--- src/rtl/fwd_hazard_if.sv ---
// fwd_hazard_if: operand/forwarding bundle between ID/EX and the ALU muxes.
// slave = fwd_hazard_unit; master = pipeline side driving stage fields.
interface fwd_hazard_if #(
  parameter int REG_WIDTH   = 64,
  parameter int ADDR_WIDTH  = 5,
  parameter int NUM_SRC     = 2,
  parameter int STALL_CNT_W = 32
);
  logic [NUM_SRC*ADDR_WIDTH-1:0] id_rs;
  logic [NUM_SRC-1:0]            id_rs_used;
  logic [ADDR_WIDTH-1:0]         id_ex_rd;
  logic                          id_ex_regwrite;
  logic                          id_ex_is_load;
  logic [NUM_SRC*ADDR_WIDTH-1:0] ex_rs;
  logic [NUM_SRC*REG_WIDTH-1:0]  ex_rs_data;
  logic [ADDR_WIDTH-1:0]         ex_mem_rd;
  logic                          ex_mem_regwrite;
  logic [REG_WIDTH-1:0]          ex_mem_data;
  logic [ADDR_WIDTH-1:0]         mem_wb_rd;
  logic                          mem_wb_regwrite;
  logic [REG_WIDTH-1:0]          mem_wb_data;
  logic                          flush;
  logic [NUM_SRC*REG_WIDTH-1:0]  ex_fwd_data;
  logic [NUM_SRC*2-1:0]          fwd_sel;
  logic                          stall;
  logic                          bubble;
  logic [STALL_CNT_W-1:0]        stall_count;

  modport master (
    output id_rs, id_rs_used, id_ex_rd, id_ex_regwrite,
    output id_ex_is_load, ex_rs, ex_rs_data,
    output ex_mem_rd, ex_mem_regwrite, ex_mem_data,
    output mem_wb_rd, mem_wb_regwrite, mem_wb_data, flush,
    input  ex_fwd_data, fwd_sel, stall, bubble, stall_count
  );

  modport slave (
    input  id_rs, id_rs_used, id_ex_rd, id_ex_regwrite,
    input  id_ex_is_load, ex_rs, ex_rs_data,
    input  ex_mem_rd, ex_mem_regwrite, ex_mem_data,
    input  mem_wb_rd, mem_wb_regwrite, mem_wb_data, flush,
    output ex_fwd_data, fwd_sel, stall, bubble, stall_count
  );
endinterface

--- src/rtl/fwd_hazard_unit.sv ---
// fwd_hazard_unit: per-slot operand forwarding (EX/MEM, MEM/WB, history)
// plus load-use stall FSM. Ports: clk, rst_n, bus (fwd_hazard_if.slave).
module fwd_hazard_unit #(
  parameter int REG_WIDTH   = 64,
  parameter int ADDR_WIDTH  = 5,
  parameter int NUM_SRC     = 2,
  parameter int LOAD_LAT    = 1,
  parameter int STALL_CNT_W = 32
) (
  input logic         clk,
  input logic         rst_n,
  fwd_hazard_if.slave bus
);
  localparam int AW = ADDR_WIDTH;
  localparam int RW = REG_WIDTH;
  localparam int CW = 3;
  localparam bit MULTI = LOAD_LAT > 1;
  localparam logic [CW-1:0] CNT_INIT =
    CW'((LOAD_LAT > 1) ? LOAD_LAT - 2 : 0);

  typedef enum logic {S_IDLE, S_WAIT} state_t;

  state_t                 state_q, state_d;
  logic [CW-1:0]          cnt_q, cnt_d;
  logic                   hist_valid;
  logic [AW-1:0]          hist_rd;
  logic [RW-1:0]          hist_data;
  logic [STALL_CNT_W-1:0] stall_count;
  logic                   hz, hit, stall;
  logic [AW-1:0]          rs;
  logic                   nz;

  always_comb begin
    bus.fwd_sel     = '0;
    bus.ex_fwd_data = '0;
    rs = '0;
    nz = 1'b0;
    for (int i = 0; i < NUM_SRC; i++) begin
      rs = bus.ex_rs[i*AW +: AW];
      nz = rs != '0;
      priority case (1'b1)
        nz && bus.ex_mem_regwrite && bus.ex_mem_rd == rs: begin
          bus.fwd_sel[i*2 +: 2]      = 2'b10;
          bus.ex_fwd_data[i*RW +: RW] = bus.ex_mem_data;
        end
        nz && bus.mem_wb_regwrite && bus.mem_wb_rd == rs: begin
          bus.fwd_sel[i*2 +: 2]      = 2'b01;
          bus.ex_fwd_data[i*RW +: RW] = bus.mem_wb_data;
        end
        nz && hist_valid && hist_rd == rs: begin
          bus.fwd_sel[i*2 +: 2]      = 2'b11;
          bus.ex_fwd_data[i*RW +: RW] = hist_data;
        end
        default: begin
          bus.fwd_sel[i*2 +: 2]      = 2'b00;
          bus.ex_fwd_data[i*RW +: RW] = bus.ex_rs_data[i*RW +: RW];
        end
      endcase
    end
  end

  // Covers the regfile's missing write-through; flush leaves it intact.
  always_ff @(posedge clk or negedge rst_n) begin
    if (!rst_n) begin
      hist_valid <= 1'b0;
      hist_rd    <= '0;
      hist_data  <= '0;
    end else if (bus.mem_wb_regwrite && bus.mem_wb_rd != '0) begin
      hist_valid <= 1'b1;
      hist_rd    <= bus.mem_wb_rd;
      hist_data  <= bus.mem_wb_data;
    end
  end

  always_comb begin
    hit = 1'b0;
    for (int i = 0; i < NUM_SRC; i++)
      if (bus.id_rs_used[i] && bus.id_rs[i*AW +: AW] == bus.id_ex_rd)
        hit = 1'b1;
    hz = bus.id_ex_regwrite & bus.id_ex_is_load &
         (bus.id_ex_rd != '0) & hit & ~bus.flush;
  end

  always_ff @(posedge clk or negedge rst_n) begin
    if (!rst_n) begin
      state_q <= S_IDLE;
      cnt_q   <= '0;
    end else begin
      state_q <= state_d;
      cnt_q   <= cnt_d;
    end
  end

  // The first stall cycle happens in IDLE; WAIT covers the rest.
  always_comb begin
    state_d = state_q;
    cnt_d   = cnt_q;
    unique case (state_q)
      S_IDLE: begin
        if (hz && MULTI) begin
          state_d = S_WAIT;
          cnt_d   = CNT_INIT;
        end
      end
      S_WAIT: begin
        if (bus.flush) begin
          state_d = S_IDLE;
          cnt_d   = '0;
        end else if (cnt_q == '0) begin
          state_d = S_IDLE;
        end else begin
          cnt_d = cnt_q - CW'(1);
        end
      end
      default: state_d = S_IDLE;
    endcase
  end

  always_comb begin
    stall = 1'b0;
    unique case (state_q)
      S_IDLE:  stall = hz;
      S_WAIT:  stall = ~bus.flush;
      default: stall = 1'b0;
    endcase
  end

  always_ff @(posedge clk or negedge rst_n) begin
    if (!rst_n)
      stall_count <= '0;
    else if (stall && stall_count != '1)
      stall_count <= stall_count + STALL_CNT_W'(1);
  end

  assign bus.stall       = stall;
  assign bus.bubble      = stall;
  assign bus.stall_count = stall_count;
endmodule

--- src/flat_wrapper.sv ---
// flat-port wrapper written by rule: the top's interface ports become plain ports
module fwd_hazard_unit_flat 
#(
  parameter int REG_WIDTH   = 64,
  parameter int ADDR_WIDTH  = 5,
  parameter int NUM_SRC     = 2,
  parameter int LOAD_LAT    = 1,
  parameter int STALL_CNT_W = 32
)
  (clk, rst_n, bus_id_rs, bus_id_rs_used, bus_id_ex_rd, bus_id_ex_regwrite, bus_id_ex_is_load, bus_ex_rs, bus_ex_rs_data, bus_ex_mem_rd, bus_ex_mem_regwrite, bus_ex_mem_data, bus_mem_wb_rd, bus_mem_wb_regwrite, bus_mem_wb_data, bus_flush, bus_ex_fwd_data, bus_fwd_sel, bus_stall, bus_bubble, bus_stall_count);
  fwd_hazard_if #(.REG_WIDTH(REG_WIDTH), .ADDR_WIDTH(ADDR_WIDTH), .NUM_SRC(NUM_SRC), .STALL_CNT_W(STALL_CNT_W)) bus_i ();
  input logic clk;
  input logic rst_n;
  input wire logic [$bits(bus_i.id_rs)-1:0] bus_id_rs;
  input wire logic [$bits(bus_i.id_rs_used)-1:0] bus_id_rs_used;
  input wire logic [$bits(bus_i.id_ex_rd)-1:0] bus_id_ex_rd;
  input wire logic [$bits(bus_i.id_ex_regwrite)-1:0] bus_id_ex_regwrite;
  input wire logic [$bits(bus_i.id_ex_is_load)-1:0] bus_id_ex_is_load;
  input wire logic [$bits(bus_i.ex_rs)-1:0] bus_ex_rs;
  input wire logic [$bits(bus_i.ex_rs_data)-1:0] bus_ex_rs_data;
  input wire logic [$bits(bus_i.ex_mem_rd)-1:0] bus_ex_mem_rd;
  input wire logic [$bits(bus_i.ex_mem_regwrite)-1:0] bus_ex_mem_regwrite;
  input wire logic [$bits(bus_i.ex_mem_data)-1:0] bus_ex_mem_data;
  input wire logic [$bits(bus_i.mem_wb_rd)-1:0] bus_mem_wb_rd;
  input wire logic [$bits(bus_i.mem_wb_regwrite)-1:0] bus_mem_wb_regwrite;
  input wire logic [$bits(bus_i.mem_wb_data)-1:0] bus_mem_wb_data;
  input wire logic [$bits(bus_i.flush)-1:0] bus_flush;
  output wire logic [$bits(bus_i.ex_fwd_data)-1:0] bus_ex_fwd_data;
  output wire logic [$bits(bus_i.fwd_sel)-1:0] bus_fwd_sel;
  output wire logic [$bits(bus_i.stall)-1:0] bus_stall;
  output wire logic [$bits(bus_i.bubble)-1:0] bus_bubble;
  output wire logic [$bits(bus_i.stall_count)-1:0] bus_stall_count;
  assign bus_i.id_rs = bus_id_rs;
  assign bus_i.id_rs_used = bus_id_rs_used;
  assign bus_i.id_ex_rd = bus_id_ex_rd;
  assign bus_i.id_ex_regwrite = bus_id_ex_regwrite;
  assign bus_i.id_ex_is_load = bus_id_ex_is_load;
  assign bus_i.ex_rs = bus_ex_rs;
  assign bus_i.ex_rs_data = bus_ex_rs_data;
  assign bus_i.ex_mem_rd = bus_ex_mem_rd;
  assign bus_i.ex_mem_regwrite = bus_ex_mem_regwrite;
  assign bus_i.ex_mem_data = bus_ex_mem_data;
  assign bus_i.mem_wb_rd = bus_mem_wb_rd;
  assign bus_i.mem_wb_regwrite = bus_mem_wb_regwrite;
  assign bus_i.mem_wb_data = bus_mem_wb_data;
  assign bus_i.flush = bus_flush;
  assign bus_ex_fwd_data = bus_i.ex_fwd_data;
  assign bus_fwd_sel = bus_i.fwd_sel;
  assign bus_stall = bus_i.stall;
  assign bus_bubble = bus_i.bubble;
  assign bus_stall_count = bus_i.stall_count;
  fwd_hazard_unit #(.REG_WIDTH(REG_WIDTH), .ADDR_WIDTH(ADDR_WIDTH), .NUM_SRC(NUM_SRC), .LOAD_LAT(LOAD_LAT), .STALL_CNT_W(STALL_CNT_W)) u_core (.clk(clk), .rst_n(rst_n), .bus(bus_i));
endmodule
--- config.mk ---
export PLATFORM = sky130hd
export DESIGN_NAME = fwd_hazard_unit_flat
export DESIGN_NICKNAME = d
export VERILOG_FILES = /design/src/rtl/fwd_hazard_if.sv /design/src/rtl/fwd_hazard_unit.sv /design/src/flat_wrapper.sv
export SDC_FILE = /design/constraint.sdc
export NUM_CORES = 1
export LEC_CHECK = 0
export CAP_MARGIN = 20
export CORE_AREA = 4 4 180 182
export DETAILED_ROUTE_END_ITERATION = 7
export DIE_AREA = 0 0 184 186
export PLACE_DENSITY_LB_ADDON = 0.15
export SYNTH_ARGS = -nofsm -noshare
export SYNTH_HDL_FRONTEND = slang
export SYNTH_SLANG_ARGS = --single-unit
--- constraint.sdc ---
create_clock -name clk -period 9.7 [get_ports clk]
set_input_delay 2.91 -clock clk [delete_from_list [all_inputs] [get_ports clk]]
set_output_delay 2.91 -clock clk [all_outputs]
set_load 0.01 [all_outputs]
== After elaboration in Yosys (flattened, before gate mapping) ==
Cells that the tools add are included.

* Register bits: 106
* Output and inout port bits: 166
* Word-level logic and storage cells: 66

* Add/subtract/negate cells: 2
* Equal/unequal tests: 10
* Multiplexer cells: 20
* Bitwise operators: 6
* Reduce and logical (&&, ||, !) cells: 22

{| class="wikitable"
|+ Operators with widths
! cell !! number
|-
| $mux 64 || 6
|-
| $eq 5x5->1 || 8
|-
| $add 32x1->32 const B || 1
|-
| $ne 32x32->1 const B || 1
|-
| $reduce_bool 5->1 || 4
|-
| $logic_and 1x1->1 || 16
|-
| $mux 2 || 6
|-
| $mux 3 || 2
|-
| $mux 1 || 5
|-
| $and 1x1->1 || 4
|-
| $logic_not 3->1 || 1
|-
| $sub 3x1->3 const B || 1
|-
| $ne 2x2->1 const B || 1
|-
| $not 1->1 || 2
|-
| $pmux 1 s2 || 1
|-
| $reduce_and 2->1 || 1
|}

== Longest topological paths before layout ==
* Word-level depth: 8
* Depth in mapped cells: 9

== Least setup slack after synthesis ==
OpenSTA, ideal clock, no wires.

* Path kind: input to output
* Start: input bus_ex_rs[0]
* End: output bus_ex_fwd_data[19]
* Data arrival time: 4.474 ns
* Slack: 2.316 ns
* Stages on the path: 9
* Path buffers: 3
* Cell sequence: or4_1 -> nor2_2 -> or4_1 -> buf_2 -> buf_4 -> buf_6 -> nor2_1 -> a311oi_1 -> a21o_1

* Word-level cells in the longest chain between the ends: 6
* Elaborated cells on any way between the ends: 13
* Those cells by class: eq/ne: 3; mux: 3; reduce/logical: 7

{| class="wikitable"
|+ RTL lines
! what !! RTL line !! RTL
|-
| start: declaration || flat_wrapper.sv:19 || <nowiki>input wire logic [$bits(bus_i.ex_rs)-1:0] bus_ex_rs;</nowiki>
|-
| $reduce_bool 5->1 || fwd_hazard_unit.sv:40 || <nowiki>nz = rs != '0;</nowiki>
|-
| $logic_and 1x1->1 (2 in series) || fwd_hazard_unit.sv:50 || <nowiki>nz && hist_valid && hist_rd == rs: begin</nowiki>
|-
| $mux 64 (2 in series) || fwd_hazard_unit.sv:41 || <nowiki>priority case (1'b1)</nowiki>
|-
| $mux 64 (*) || fwd_hazard_unit.sv:41 ||
|-
| end: declaration || flat_wrapper.sv:28 || <nowiki>output wire logic [$bits(bus_i.ex_fwd_data)-1:0] bus_ex_fwd_data;</nowiki>
|}

Every way passes the cells marked *; elsewhere a longest branch is shown, timed or not.

== Final worst setup path ==
* Start: input bus_ex_rs[5]
* End: output bus_ex_fwd_data[112]

The elaborated chain is that of the path after synthesis.

==> results.md <==
* Fillers at around 3.0k
* DP Worst Slack at ~0.6 ns
* Maximum vdd ir drop at between 0.05 and 0.06 mV
* Fmax at 111 MHz
* # hold bufs at CTS at 0
* #FFs+latches synth at between 100 and 150
* Vias in the first global route at ~11k
* Minimum clock period at 9.03 ns
* Crit share post-route at 0.931
* Power density over the cells at 102 nW/um^2
* Boundary Pins at 466
* Internal Power at 0.992 mW
* Slowest cell on the critical path: or4_1
* Switching fraction of total power at 0.318
* Commonest non-fill, non-tap cell in the layout: clkdlybuf4s50_1
* Postcts setup bufs at 0
* # DRC at 0
* Logic pwr share at 0.380
* Post-DR wirelength/cell at 21.2 um
* Largest net degree at the start of global routing at 103
* Syn nets at 1429
* Via count at a little over 10k
* Leak Pwr at 6.22 nW
* Area Growth Syn to Fin at 60.7%
* DP Area at ~14000 sq um
* Sequential Power Share at 0.347
* Post-synth top area share at 0.300
* Post-synthesis sequential area ratio at 0.300
* Dpl hpwl at 30100 um
* Outcome: complete, no violations
* Post-DRT Antenna Nets at 0
* CP startpoint kind: input pin
* Total CTS buffers at 9
* Worst Tran Pin Value at 1.06 ns
* IO Port Bufs at 465
* Worst path cell trace: clkdlybuf4s50_1 -> or4_1 -> nor2_2 -> or3_2 -> buf_12 -> buf_4 -> nand2_1 -> a311oi_1 -> a21o_1 -> clkdlybuf4s50_1
* Setup TNS at 0 ns
* Top cells by area, synth: dfrtp_1 (30%), a311oi_1 (13%), nand2_1 (12%), a21o_1 (11%), mux2_2 (8.3%)
* Netlist Area Pre-Place at roughly 8800 sq um
* Critical Path RT at 6.79 ns
* First-pass GRT wire length at 61500 um
* Post-CTS Resized at 0
* Main synth FF type: dfrtp_1
* RD Place Congestion at 0.887
* Fin. max-slew vios at 0
* Buf/Inv on CP at 4
* Slew margin rel. at 0.297
* RSZ-0062 raised after global routing: false
* Worst path max stage delay at 0.57 ns
* WP data arrival at between 6 and 7 ns
* Asr flop ratio synth at 1.00
* CP Capture Type: primary output
* Clk network pwr share at 0.273
* Final Cell Area at 14200 sq um
* Avg Synthesized Cell Area at slightly below 8 sq um
* Die width at approximately 180 um
* Core region area at 30600 sq um
* Tightest Hold Check Type: reg -> reg
* Area leader, netlist: dfrtp_1
* Critical path type: in -> out
* H-tree lvl count at 3
* Initial Util at 0.289
* Initial antenna violation count at 10
* Post-synth EDFFs at 0
* Clk Latency, worst-skew pair at 0.37 ns
* Worst setup margin at 0.670 ns
* Clock buffer depth at 2
* Commonest cells after routing, fill and taps aside: clkdlybuf4s50_1 (464), nand2_1 (288), nor2_1 (130), a21o_1 (130), a311oi_1 (128)
* Post-DR vias/cell at 5.28
* Starting DRT DRC Count at around 630
* CTS Sinks at 106
* DRT Pass-1 Iters at 5
* Nets at 1827
* GRT Total Usage at 0.229
* Synth unique cells at 38
* Die area at 34200 sq um
* Total Power at 1.45 mW
* Final wirelength at 41000 um
* CTS root buffer: clkbuf_16
* Clock-pin slew on the worst setup and hold paths at 0.08 ns
* Hold Fails Final Rpt at 0
* Max Cap Viol at 0
* Top delay family on crit path: buffers and inverters
* Cell count after synthesis at ~1.1k
* Sw power at 0.462 mW
* Worst-path maximum fanout at 17
* Final Skew at 0.0158 ns
* Total grt overflow at 0
* FP Rows at 64
* Fraction of layout cells with a size suffix above 1 at 0.0772
* Crit path top cell by count: clkdlybuf4s50_1
* CTS tree: done
* Synth warnings at 0
* Vert. Die Dim at 186 um
* Final Setup Violations at 0
-- logic make-up after synthesis --
kind of cell    count (synthesis)  synth area share
mux                            65            0.0828
compound gates                271             0.247
simple gates                  504             0.237
xor+xnor                       71            0.0703
fa+ha+maj                       3           0.00424
buf+inv                       106            0.0590
flops                         106             0.300
-- area by class of cell --
| type | instances | area [sq um] | share of cell area |
|---|---|---|---|
| diodes | 7 | 17.5 | 0.00123 |
| clock buffers | 9 | 225 | 0.0158 |
| clock inverters | 7 | 88.8 | 0.00625 |
| inverters | 6 | 22.5 | 0.00158 |
| multi-input cells | 914 | 5720 | 0.402 |
| flip-flops and latches | 106 | 2650 | 0.187 |
| well taps | 396 | 495 | 0.0349 |
| repair buffers | 487 | 4990 | 0.351 |
-- per-layer routing --
metal  GRT usage  wire (um)  vias up
met5           0         61        -
met2       0.406      20500      427
met1       0.267      16200     4871
met3      0.0592       3280       62
li1            -          -     4835
met4      0.0781        926        8
-- Yosys cell counts (2+ instances only) --
cell and instances:
a21oi_1 2, nor2_1 130, and3_1 10, nand2_1 288
ha_1 3, buf_2 45, nand4_1 17, xnor2_1 47
nor2_2 2, or2_2 2, nor3_1 7, a311oi_1 128
inv_1 6, o21ai_0 4, buf_6 5, a21o_1 130
dfrtp_1 106, mux2_2 65, clkbuf_1 42, nand2b_1 2
or4_1 5, nand3_1 16, or3_1 4, nor4_1 12
and2_0 2, buf_4 8, and4_1 4, xor2_1 24
-- through the flow --
step                      std cells  hold slack, ns   util
final                          1932           0.487  0.465
after global placement         1909           0.477  0.454
after CTS                      1925           0.495  0.464
after detailed placement       1909           0.482  0.454
after global routing           1930           0.518  0.464
after floorplan                1126           0.448      -
-- flip-flops by register name, indices dropped and copies added (netlist names) --
| signal | flops |
|---|---|
| u_core.hist_valid | 1 |
| u_core.cnt_q | 3 |
| u_core.state_q | 1 |
| u_core.hist_rd | 5 |
| u_core.hist_data | 64 |
| u_core.bus.stall_count | 32 |
-- worst paths after layout --
path / startpoint / to / slack [ns] / depth (start not counted)
min reg2reg: u_core.cnt_q[0] / u_core.cnt_q[0] / 0.49 / 1
max: bus_ex_rs[5] / bus_ex_fwd_data[112] / 0.67 / 10
max in group asynchronous: rst_n / u_core.cnt_q[2] / 5.79 / 2
max reg2reg: u_core.bus.stall_count[5] / u_core.bus.stall_count[31] / 7.38 / 6
min in group asynchronous: rst_n / u_core.hist_data[10] / 2.54 / 1
min: u_core.cnt_q[0] / u_core.cnt_q[0] / 0.49 / 1
-- power groups by stage --
| stage | logic (mW) | registers [mW] | clock network [mW] |
|---|---|---|---|
| final | 0.552 | 0.504 | 0.397 |
| after global placement | 0.554 | 0.511 | 0 |
| after global routing | 0.595 | 0.509 | 0.433 |
| after CTS | 0.559 | 0.504 | 0.416 |
| after floorplan | 0.229 | 0.507 | 0 |
| after detailed placement | 0.556 | 0.512 | 0 |
-- worst register-to-register path: cells and delay by family (launching register included) --
| family | cells | cell delay, ns |
|---|---|---|
| AOI/OAI and AO/OA | 1 | 0.61 |
| xor gates and xnor gates | 1 | 0.17 |
| and+or+nand+nor | 4 | 0.94 |
| DFF | 1 | 0.46 |
(Power assumes the default switching activity.)
